--- config.mk ---
export PLATFORM = sky130hd
export DESIGN_NAME = rca16_stream_stage
export DESIGN_NICKNAME = d
export VERILOG_FILES = /design/src/rtl/rca16_pkg.sv /design/src/rtl/rca16_res_fifo.sv /design/src/rtl/rca16_stream_stage.sv
export SDC_FILE = /design/constraint.sdc
export NUM_CORES = 1
export LEC_CHECK = 0
export ABC_CLOCK_PERIOD_IN_PS = 5100
export BUFFER_PORTS_ARGS = -buffer_cell sky130_fd_sc_hd__buf_2
export CORE_MARGIN = 4
export CORE_UTILIZATION = 52
export DETAILED_ROUTE_END_ITERATION = 8
export GPL_ROUTABILITY_DRIVEN = 0
export PLACE_DENSITY = 0.84
export SLEW_MARGIN = 20
export SYNTH_ARGS = -nofsm -noshare
export SYNTH_HDL_FRONTEND = slang
export SYNTH_SLANG_ARGS = --single-unit
--- constraint.sdc ---
create_clock -name clk -period 5.1 [get_ports clk]
set_clock_uncertainty 0.05 [all_clocks]
set_input_delay 0 -clock clk [delete_from_list [all_inputs] [get_ports clk]]
set_output_delay 0 -clock clk [all_outputs]
set_load 0.01 [all_outputs]
--- src/rtl/rca16_pkg.sv ---
// Shared types for the rca_16 stream stage: opcode encoding and the
// result record carried through the output FIFO.
package rca16_pkg;

    localparam int RCA_W = 16;

    typedef enum logic [1:0] {
        OP_ADD = 2'b00,
        OP_ACC = 2'b01,
        OP_CLR = 2'b10,
        OP_RSV = 2'b11
    } op_e;

    typedef struct packed {
        logic [RCA_W:0] sum;
        logic           ovf;
    } res_t;

endpackage

--- src/rtl/rca16_res_fifo.sv ---
// Two-entry result FIFO. Head is read combinationally from the storage
// slot under the read pointer; a push and pop on a full FIFO overwrite the
// slot being popped, so ordering is preserved with the count unchanged.
module rca16_res_fifo
    import rca16_pkg::*;
(
    input  logic       clk,
    input  logic       rst_n,
    input  logic       push,
    input  res_t       din,
    input  logic       pop,
    output res_t       dout,
    output logic [1:0] cnt
);

    res_t mem [2];
    logic wr_ptr;
    logic rd_ptr;

    // Pointer and occupancy control; the only state cleared by reset.
    always_ff @(posedge clk) begin
        if (!rst_n) begin
            cnt    <= 2'd0;
            wr_ptr <= 1'b0;
            rd_ptr <= 1'b0;
        end else begin
            if (push) wr_ptr <= ~wr_ptr;
            if (pop)  rd_ptr <= ~rd_ptr;
            case ({push, pop})
                2'b10:   cnt <= cnt + 2'd1;
                2'b01:   cnt <= cnt - 2'd1;
                default: cnt <= cnt;
            endcase
        end
    end

    // Entry storage; contents are meaningless while cnt says empty.
    always_ff @(posedge clk) begin
        if (push) mem[wr_ptr] <= din;
    end

    assign dout = mem[rd_ptr];

endmodule

--- src/rtl/rca16_stream_stage.sv ---
// Sequential wrapper that feeds an external combinational rca_16: one
// operand stage register, a 16-bit accumulator with sticky overflow, and a
// 2-entry result FIFO on the output stream.
module rca16_stream_stage
    import rca16_pkg::*;
#(
    parameter int WIDTH     = 16,
    parameter int OUT_DEPTH = 2
) (
    input  logic             clk,
    input  logic             rst_n,
    input  logic             in_valid,
    output logic             in_ready,
    input  logic [1:0]       in_op,
    input  logic [WIDTH-1:0] in_a,
    input  logic [WIDTH-1:0] in_b,
    output logic [WIDTH-1:0] add_a,
    output logic [WIDTH-1:0] add_b,
    input  logic [WIDTH:0]   add_s,
    output logic             out_valid,
    input  logic             out_ready,
    output logic [WIDTH:0]   out_sum,
    output logic             out_ovf
);

    // The external adder is exactly 16 bits and the FIFO is built for 2 entries.
    if (WIDTH != RCA_W || OUT_DEPTH != 2) begin : g_param_check
        $error("rca16_stream_stage supports only WIDTH=16 and OUT_DEPTH=2");
    end

    // Build a FIFO entry; ACC results carry the accumulator's sticky overflow.
    function automatic res_t make_entry(input op_e op, input logic [RCA_W:0] s,
                                        input logic sticky);
        res_t r;
        r.sum = s;
        r.ovf = (op == OP_ACC) ? (sticky | s[RCA_W]) : s[RCA_W];
        return r;
    endfunction

    logic             vld_p0;
    op_e              op_p0;
    logic [WIDTH-1:0] a_p0;
    logic [WIDTH-1:0] b_p0;
    logic [WIDTH-1:0] acc;
    logic             acc_ovf;
    logic [1:0]       fifo_cnt;
    res_t             head;
    res_t             entry;
    logic             accept;
    logic             adv;
    logic             push;
    logic             pop;

    assign out_valid = (fifo_cnt != 2'd0);
    assign pop       = out_valid & out_ready;
    assign adv       = vld_p0 & ((op_p0 == OP_CLR) | (fifo_cnt < 2'd2) | pop);
    assign in_ready  = rst_n & (~vld_p0 | adv);
    assign accept    = in_valid & in_ready;
    assign push      = adv & (op_p0 != OP_CLR);
    assign entry     = make_entry(op_p0, add_s, acc_ovf);

    // Stage p0 boundary: valid flag tracks HOLD/IDLE of the operand register.
    always_ff @(posedge clk) begin
        if (!rst_n)      vld_p0 <= 1'b0;
        else if (accept) vld_p0 <= 1'b1;
        else if (adv)    vld_p0 <= 1'b0;
    end

    // Operand capture on accept; qualified by vld_p0 so no reset needed.
    always_ff @(posedge clk) begin
        if (accept) begin
            op_p0 <= op_e'(in_op);
            a_p0  <= in_a;
            b_p0  <= in_b;
        end
    end

    // Adder operand steering; ACC adds to the live accumulator, which is
    // already updated by a preceding ACC because that one advanced first.
    always_comb begin
        add_a = '0;
        add_b = '0;
        if (vld_p0) begin
            add_a = a_p0;
            case (op_p0)
                OP_ACC:  add_b = acc;
                OP_CLR:  add_b = '0;
                default: add_b = b_p0;
            endcase
        end
    end

    // Accumulator and sticky overflow, updated when the staged op advances.
    always_ff @(posedge clk) begin
        if (!rst_n) begin
            acc     <= '0;
            acc_ovf <= 1'b0;
        end else if (adv) begin
            if (op_p0 == OP_ACC) begin
                acc     <= add_s[WIDTH-1:0];
                acc_ovf <= acc_ovf | add_s[WIDTH];
            end else if (op_p0 == OP_CLR) begin
                acc     <= '0;
                acc_ovf <= 1'b0;
            end
        end
    end

    // Output stage boundary: results queue here until the consumer pops.
    rca16_res_fifo u_fifo (
        .clk   (clk),
        .rst_n (rst_n),
        .push  (push),
        .din   (entry),
        .pop   (pop),
        .dout  (head),
        .cnt   (fifo_cnt)
    );

    assign out_sum = out_valid ? head.sum : '0;
    assign out_ovf = out_valid ? head.ovf : 1'b0;

endmodule

==> flow_summary.ini, run 1 <==
[sta]
finalCritPeriodShare = 0.472
final_hold_viol_count = 0
setup_viol = 0
worst_pin_slew_ns = 1.00
hold_slack_ns = 0.0378
rsz0062_at_grt = no
clock.fmax_mhz = 415
worst_slack_ns = 2.69
layout_min_cycle_time_ns = 2.41
drv_slew = 0
tns_ns = 0
max_slew_margin = 0.330

[logic_synthesis]
synth_area_mm2 = 0.00387
synth_compound_area_frac = 0.0339
seq_area_frac_synth = 0.662
syn-num-nets = 373
synth_xor_area_frac = 0.00679
synth_seq_cells = 93
synth_top_family_by_area = simple AND/OR/NAND/NOR gates
synth_warnings = 0
synth_fa_ha_area_frac = 0.00970
yosys.area_share.simple = 0.167
synth_cells = 315
synth_cell_types = 29
synthMuxAreaShare = 0.0879
syn_area_per_cell_um2 = 12.3

[run]
cap_viol_max_count = 0

[finish]
syn_to_final_growth_pct = 33.5
drive_above_1_share = 0.278
final-instance-count-excl-fill = 571
final_cell_mix = buf_2, edfxtp_1, dlygate4sd3_1
nFillCells = 513
n_antenna_cell = 0
nNetsFinal = 525
final_common_cell = buf_2

[clock_tree]
clock_sinks = 93
cts_root_buffer = clkbuf_8
cts_max_level = 3
clk_pin_slew_worst_paths_ns = 0.09
clockBufferDepth = 2
clk_latency_ns = 0.35
cts_tree = built
cts_buffers = 9

[critical_path]
timing.rr.start = vld_p0$_SDFFE_PN0P_
cp.required_ns = 5.04
r2r_cells = 3
crit_type = reg -> reg
worst_setup_path_start_kind = register
cp_data_arrival_time_ns = 2.35
startpoint = vld_p0$_SDFFE_PN0P_
worstSetupEndpointType = register
critPathMaxFanout = 36
r2r_slack_ns = 2.69
r2r-end = u_fifo.mem[0][4]$_DFFE_PP_
endpoint = u_fifo.mem[0][4]$_DFFE_PP_

[grt]
grtUsageTotal = 0.194
grt_pass1_vias = 2813
antenna_found_initial = 0
grt_start_max_net_pins = 37
gr-total-overflow = 0
grt_pass1_wl_um = 13300

[routing]
dr.pass1.iters = 4
drc = 0
detail_route.wl_per_cell_um = 14.2
drtAntennaViolNets = 0
avgViaCountPerCell = 4.81
drtIter0Drc = 162
routed_wl_um = 8110
via_count = 2749

[pwr]
vdd_drop_max_mv = 0.178
p_total_mw = 1.65
cellPowerDensity_mw_per_mm2 = 319
power_leakage_nw = 2.06

[die]
coreArea_mm2 = 0.00725
initial_core_util = 0.534
die_y_um = 94.3
io-pin-count = 107
row_count = 31
die-area_mm2 = 0.00889
die_w_um = 94.3

[placed_design]
dpl_worst_slack_ns = 2.64
port_buffers = 106
hpwl_um = 5190
place_inst = 503

[run_status]
outcome = finished, final reports clean

[hold_path]
holdCritPathClass = in -> reg
==> timing repair <==
item                                   CTS  global route
setup buffers                            0             0
endpoints found under the hold margin   87             0
resized for setup                        0             0
hold buffers                            52             0
==> Yosys cell counts <==
master,instances,area (um^2)
and2_1,32,200
xor2_1,2,17.5
nor3b_4,1,18.8
xnor2_1,1,8.76
nor3b_2,1,12.5
buf_2,4,20.0
a21o_1,1,7.51
ha_1,3,37.5
o21a_1,1,7.51
buf_4,1,7.51
nand2b_1,1,6.26
nor2_1,24,90.1
inv_1,7,26.3
a21oi_1,2,10.0
o21ai_0,19,95.1
nor3b_1,2,15.0
nor2b_1,1,6.26
buf_6,2,22.5
o221a_1,1,11.3
mux2i_1,34,340
or2_2,1,6.26
nand3_1,16,80.1
clkbuf_1,13,48.8
nor4bb_1,1,10.0
or3_1,2,12.5
dfxtp_1,23,460
edfxtp_1,70,2100
or3b_1,1,8.76
nand2_1,48,180
==> report_power, final <==
group / internal, mW / switching [mW] / total [mW]
clock network: 0.189 / 0.277 / 0.466
registers: 0.849 / 0.0370 / 0.886
logic: 0.146 / 0.152 / 0.298
total: 1.18 / 0.466 / 1.65
==> critical path, stage by stage, from the launching register on <==
cell and delay [ns]:
dfxtp_1 0.88, nand2b_1 0.22, or3_1 0.38, inv_1 0.51
==> worst min path at each step <==
stage / cells after the start / slack [ns] / end / start
floorplan: 0 / 0.05 / a_p0[0]$_DFFE_PP_ / in_a[0]
global placement: 1 / 0.13 / a_p0[5]$_DFFE_PP_ / in_a[5]
detailed placement: 1 / 0.13 / b_p0[15]$_DFFE_PP_ / in_b[15]
CTS: 3 / 0.02 / vld_p0$_SDFFE_PN0P_ / out_ready
global route: 3 / 0.02 / vld_p0$_SDFFE_PN0P_ / out_ready
finish: 3 / 0.04 / vld_p0$_SDFFE_PN0P_ / out_ready
==> per-stage QoR <==
step                      area, um^2  utilization
after floorplan                 3870            -
after global placement          4450        0.614
after detailed placement        4450        0.614
after CTS                       5160        0.712
after global routing            5170        0.712
final                           5170        0.712
==> metal layers <==
layer  share of wire  global-route usage  vias to the layer above
met1            0.42               0.237                     1253
met2            0.50               0.330                       93
met3           0.061              0.0393                       12
li1                -                   -                     1391
met5               0                   0                        -
met4           0.018              0.0854                        0
==> flip-flops by register name, summed over array words and instances, names as in the netlist, named ones only <==
name and cells:
u_fifo.mem 36, u_fifo.cnt 2, b_p0 16, vld_p0 1, u_fifo.wr_ptr 1, a_p0 16, op_p0 2, u_fifo.rd_ptr 1
acc_ovf 1, acc 16
==> layout make-up <==
class                      count  area [um^2]  share of cell area
sequential                    93         2560               0.496
multi-input combinational    195         1190               0.231
timing repair buffer         161         1070               0.208
clock buffer                   9          124              0.0240
tap                           99          124              0.0240
clock inverter                 7         65.1              0.0126
inverter                       7         26.3             0.00508
==> cells by family after synthesis <==
logic type | after synthesis
simple gates | 131
flops | 93
mux | 34
buf+inv | 27
compound gates | 24
xor+xnor | 3
fa+ha+maj | 3
(Power assumes the default switching activity.)
==> run 2: changes to the inputs <==
- ABC_AREA: unset -> 1
- ABC_CLOCK_PERIOD_IN_PS: 5100 -> 2000
- CORE_UTILIZATION: 52 -> 47
- PLACE_DENSITY: 0.84 -> 0.8
- clock period: 5.1 -> 2 ns (I/O delays scaled with it)
==> run 2 against run 1 <==
Critical path depth up 2. Clock power up 140%. Total power up 140%. Hold slack better by 0.012 ns. Via count up 13%. Synthesized area up 3.4%.
==> flow_summary.ini, run 2 <==
[grt]
grtUsageTotal = 0.176
grt_pass1_vias = 3069
grt_pass1_wl_um = 14100
antenna_found_initial = 0
gr-total-overflow = 0
grt_start_max_net_pins = 52

[clock_tree]
cts_root_buffer = clkbuf_8
clk_pin_slew_worst_paths_ns = 0.09
cts_buffers = 9
clock_sinks = 93
clockBufferDepth = 2
clk_latency_ns = 0.35
post_cts_buffers = 0
cts_tree = built
cts_max_level = 3

[critical_path]
worst_path_largest_cell_delay_ns = 0.42
critPathMaxFanout = 16
cp.required_ns = 1.95
critical_path_buf_inv_count = 2
cp_top_family = adder cells
cp_slowest_cell = ha_2
cp_data_arrival_time_ns = 1.77
crit_type = reg -> out
crit_chain = ha_2 -> buf_4 -> a21oi_1 -> nor2_1 -> buf_2
worstSetupEndpointType = primary output
worst_setup_path_start_kind = register

[sta]
rsz0062_at_grt = no
max_slew_margin = 0.684
worst_pin_slew_ns = 0.474
finalCritPeriodShare = 0.910
final_hold_viol_count = 0
drv_slew = 0
setup_viol = 0
layout_min_cycle_time_ns = 1.82
worst_slack_ns = 0.179
clock.fmax_mhz = 549

[logic_synthesis]
syn-num-nets = 455
synth_most_common_cell = nand2_1
synth_area_leaders = edfxtp_1, dfxtp_1, nand2_1
synth_cell_types = 24
synth_edf_count = 70
yosys.area.top_type = edfxtp_1
synth_area_mm2 = 0.00400
synth_warnings = 0
synth_seq_cells = 93
synth_common_cells = nand2_1, edfxtp_1, inv_1, nor2_1, a21oi_1
synth_flop_cell = edfxtp_1
yosysTopAreaCellShare = 0.525
synth_cells = 397
syn_area_per_cell_um2 = 10.1
async_flop_share = 0
seq_area_frac_synth = 0.640

[finish]
fin_util = 0.642
nFillCells = 676
nNetsFinal = 608
design_area_mm2 = 0.00531
drive_above_1_share = 0.276
final_cell_mix = nand2_1, buf_2, edfxtp_1
largest_register_ffs = 36
n_antenna_cell = 0
top_register = u_fifo.mem
syn_to_final_growth_pct = 32.6

[routing]
routed_wl_um = 8520
via_count = 3118
dr.pass1.iters = 4
detail_route.wl_per_cell_um = 12.9
avgViaCountPerCell = 4.72
drtAntennaViolNets = 0
drc = 0
drtIter0Drc = 176

[placed_design]
port_buffers = 106
hpwl_um = 5490
dpl_worst_slack_ns = 0.224
placed_area_mm2 = 0.00459

[die]
die_w_um = 100
initial_core_util = 0.485
io-pin-count = 107
die_y_um = 100
die-area_mm2 = 0.0101
coreArea_mm2 = 0.00826
row_count = 33

[pwr]
power_leakage_nw = 2.38
cellPowerDensity_mw_per_mm2 = 750
vdd_drop_max_mv = 0.460

[run_status]
outcome = finished, final reports clean

[run]
cap_viol_max_count = 0

[hold_path]
holdCritPathClass = in -> reg
## run 2: cell types whose count changed after synthesis, moves of 19 or more
cell,change
nand2_1,+58
inv_1,+35
mux2i_1,-34
and2_1,-32
a21oi_1,+27
nand4_1,+19
## run 2: final timing paths
kind / start / end / depth (start not counted) / slack [ns]
worst max-delay path: op_p0[1]$_DFFE_PP_ / add_b[9] / 5 / 0.18
worst min-delay path: out_ready / register / 4 / 0.05
worst max register to register: op_p0[0]$_DFFE_PP_ / u_fifo.cnt[1]$_SDFFE_PN0P_ / 11 / 0.24
worst min register to register: u_fifo.rd_ptr$_SDFFE_PN0P_ / register / 1 / 0.42
## run 2: final cells by class
type / count / area [um^2] / share of cell area
clock inverters: 7 / 48.8 / 0.00920
inverters: 47 / 189 / 0.0356
repair buffers: 166 / 1130 / 0.212
clock buffers: 9 / 124 / 0.0233
flip-flops and latches: 93 / 2560 / 0.483
well taps: 105 / 131 / 0.0248
multi-input cells: 233 / 1120 / 0.211
## run 2: what timing repair did
item	in CTS	in global routing
endpoints found under the hold margin	88	0
hold buffers	53	0
endpoints found under the setup margin	0	3
resized for setup	0	3
## run 2: worst min-delay path, delay by kind of cell
kind | cells | cell delay (ns)
and+or+nand+nor | 1 | 0.18
buffers and inverters | 2 | 0.15
AOI/OAI and AO/OA | 1 | 0.08
## run 2: through the flow
stage	hold WS (ns)	total power, mW	std cells	TNS, ns
5_1_grt	0.0618	4.18	660	0
6_report	0.0500	3.98	660	0
4_1_cts	0.0440	4.00	660	0
3_5_place_dp	0.128	2.83	591	0
3_3_place_gp	0.127	2.81	591	0
2_1_floorplan	0.0489	2.63	397	-9.05
## run 2: report_power, final
| group | switching [mW] | leakage, nW | internal, mW | total (mW) |
|---|---|---|---|---|
| Sequential | 0.0485 | 0.837 | 2.17 | 2.21 |
| Clock | 0.652 | 0.0902 | 0.458 | 1.11 |
| Combinational | 0.373 | 1.45 | 0.278 | 0.652 |
## run 2: logic make-up after synthesis
group                    synth area share
adder cells (fa/ha/maj)           0.00938
flip-flops                          0.640
AND/OR/NAND/NOR                     0.184
AO/OA/AOI/OAI                      0.0816
buffers and inverters              0.0847
## run 2: per-layer routing
layer,global-route usage,vias up,part of all wire
met2,0.293,104,0.49
met4,0.0653,0,0.012
met3,0.0347,7,0.065
met5,0,-,0
met1,0.229,1397,0.43
li1,-,1610,-
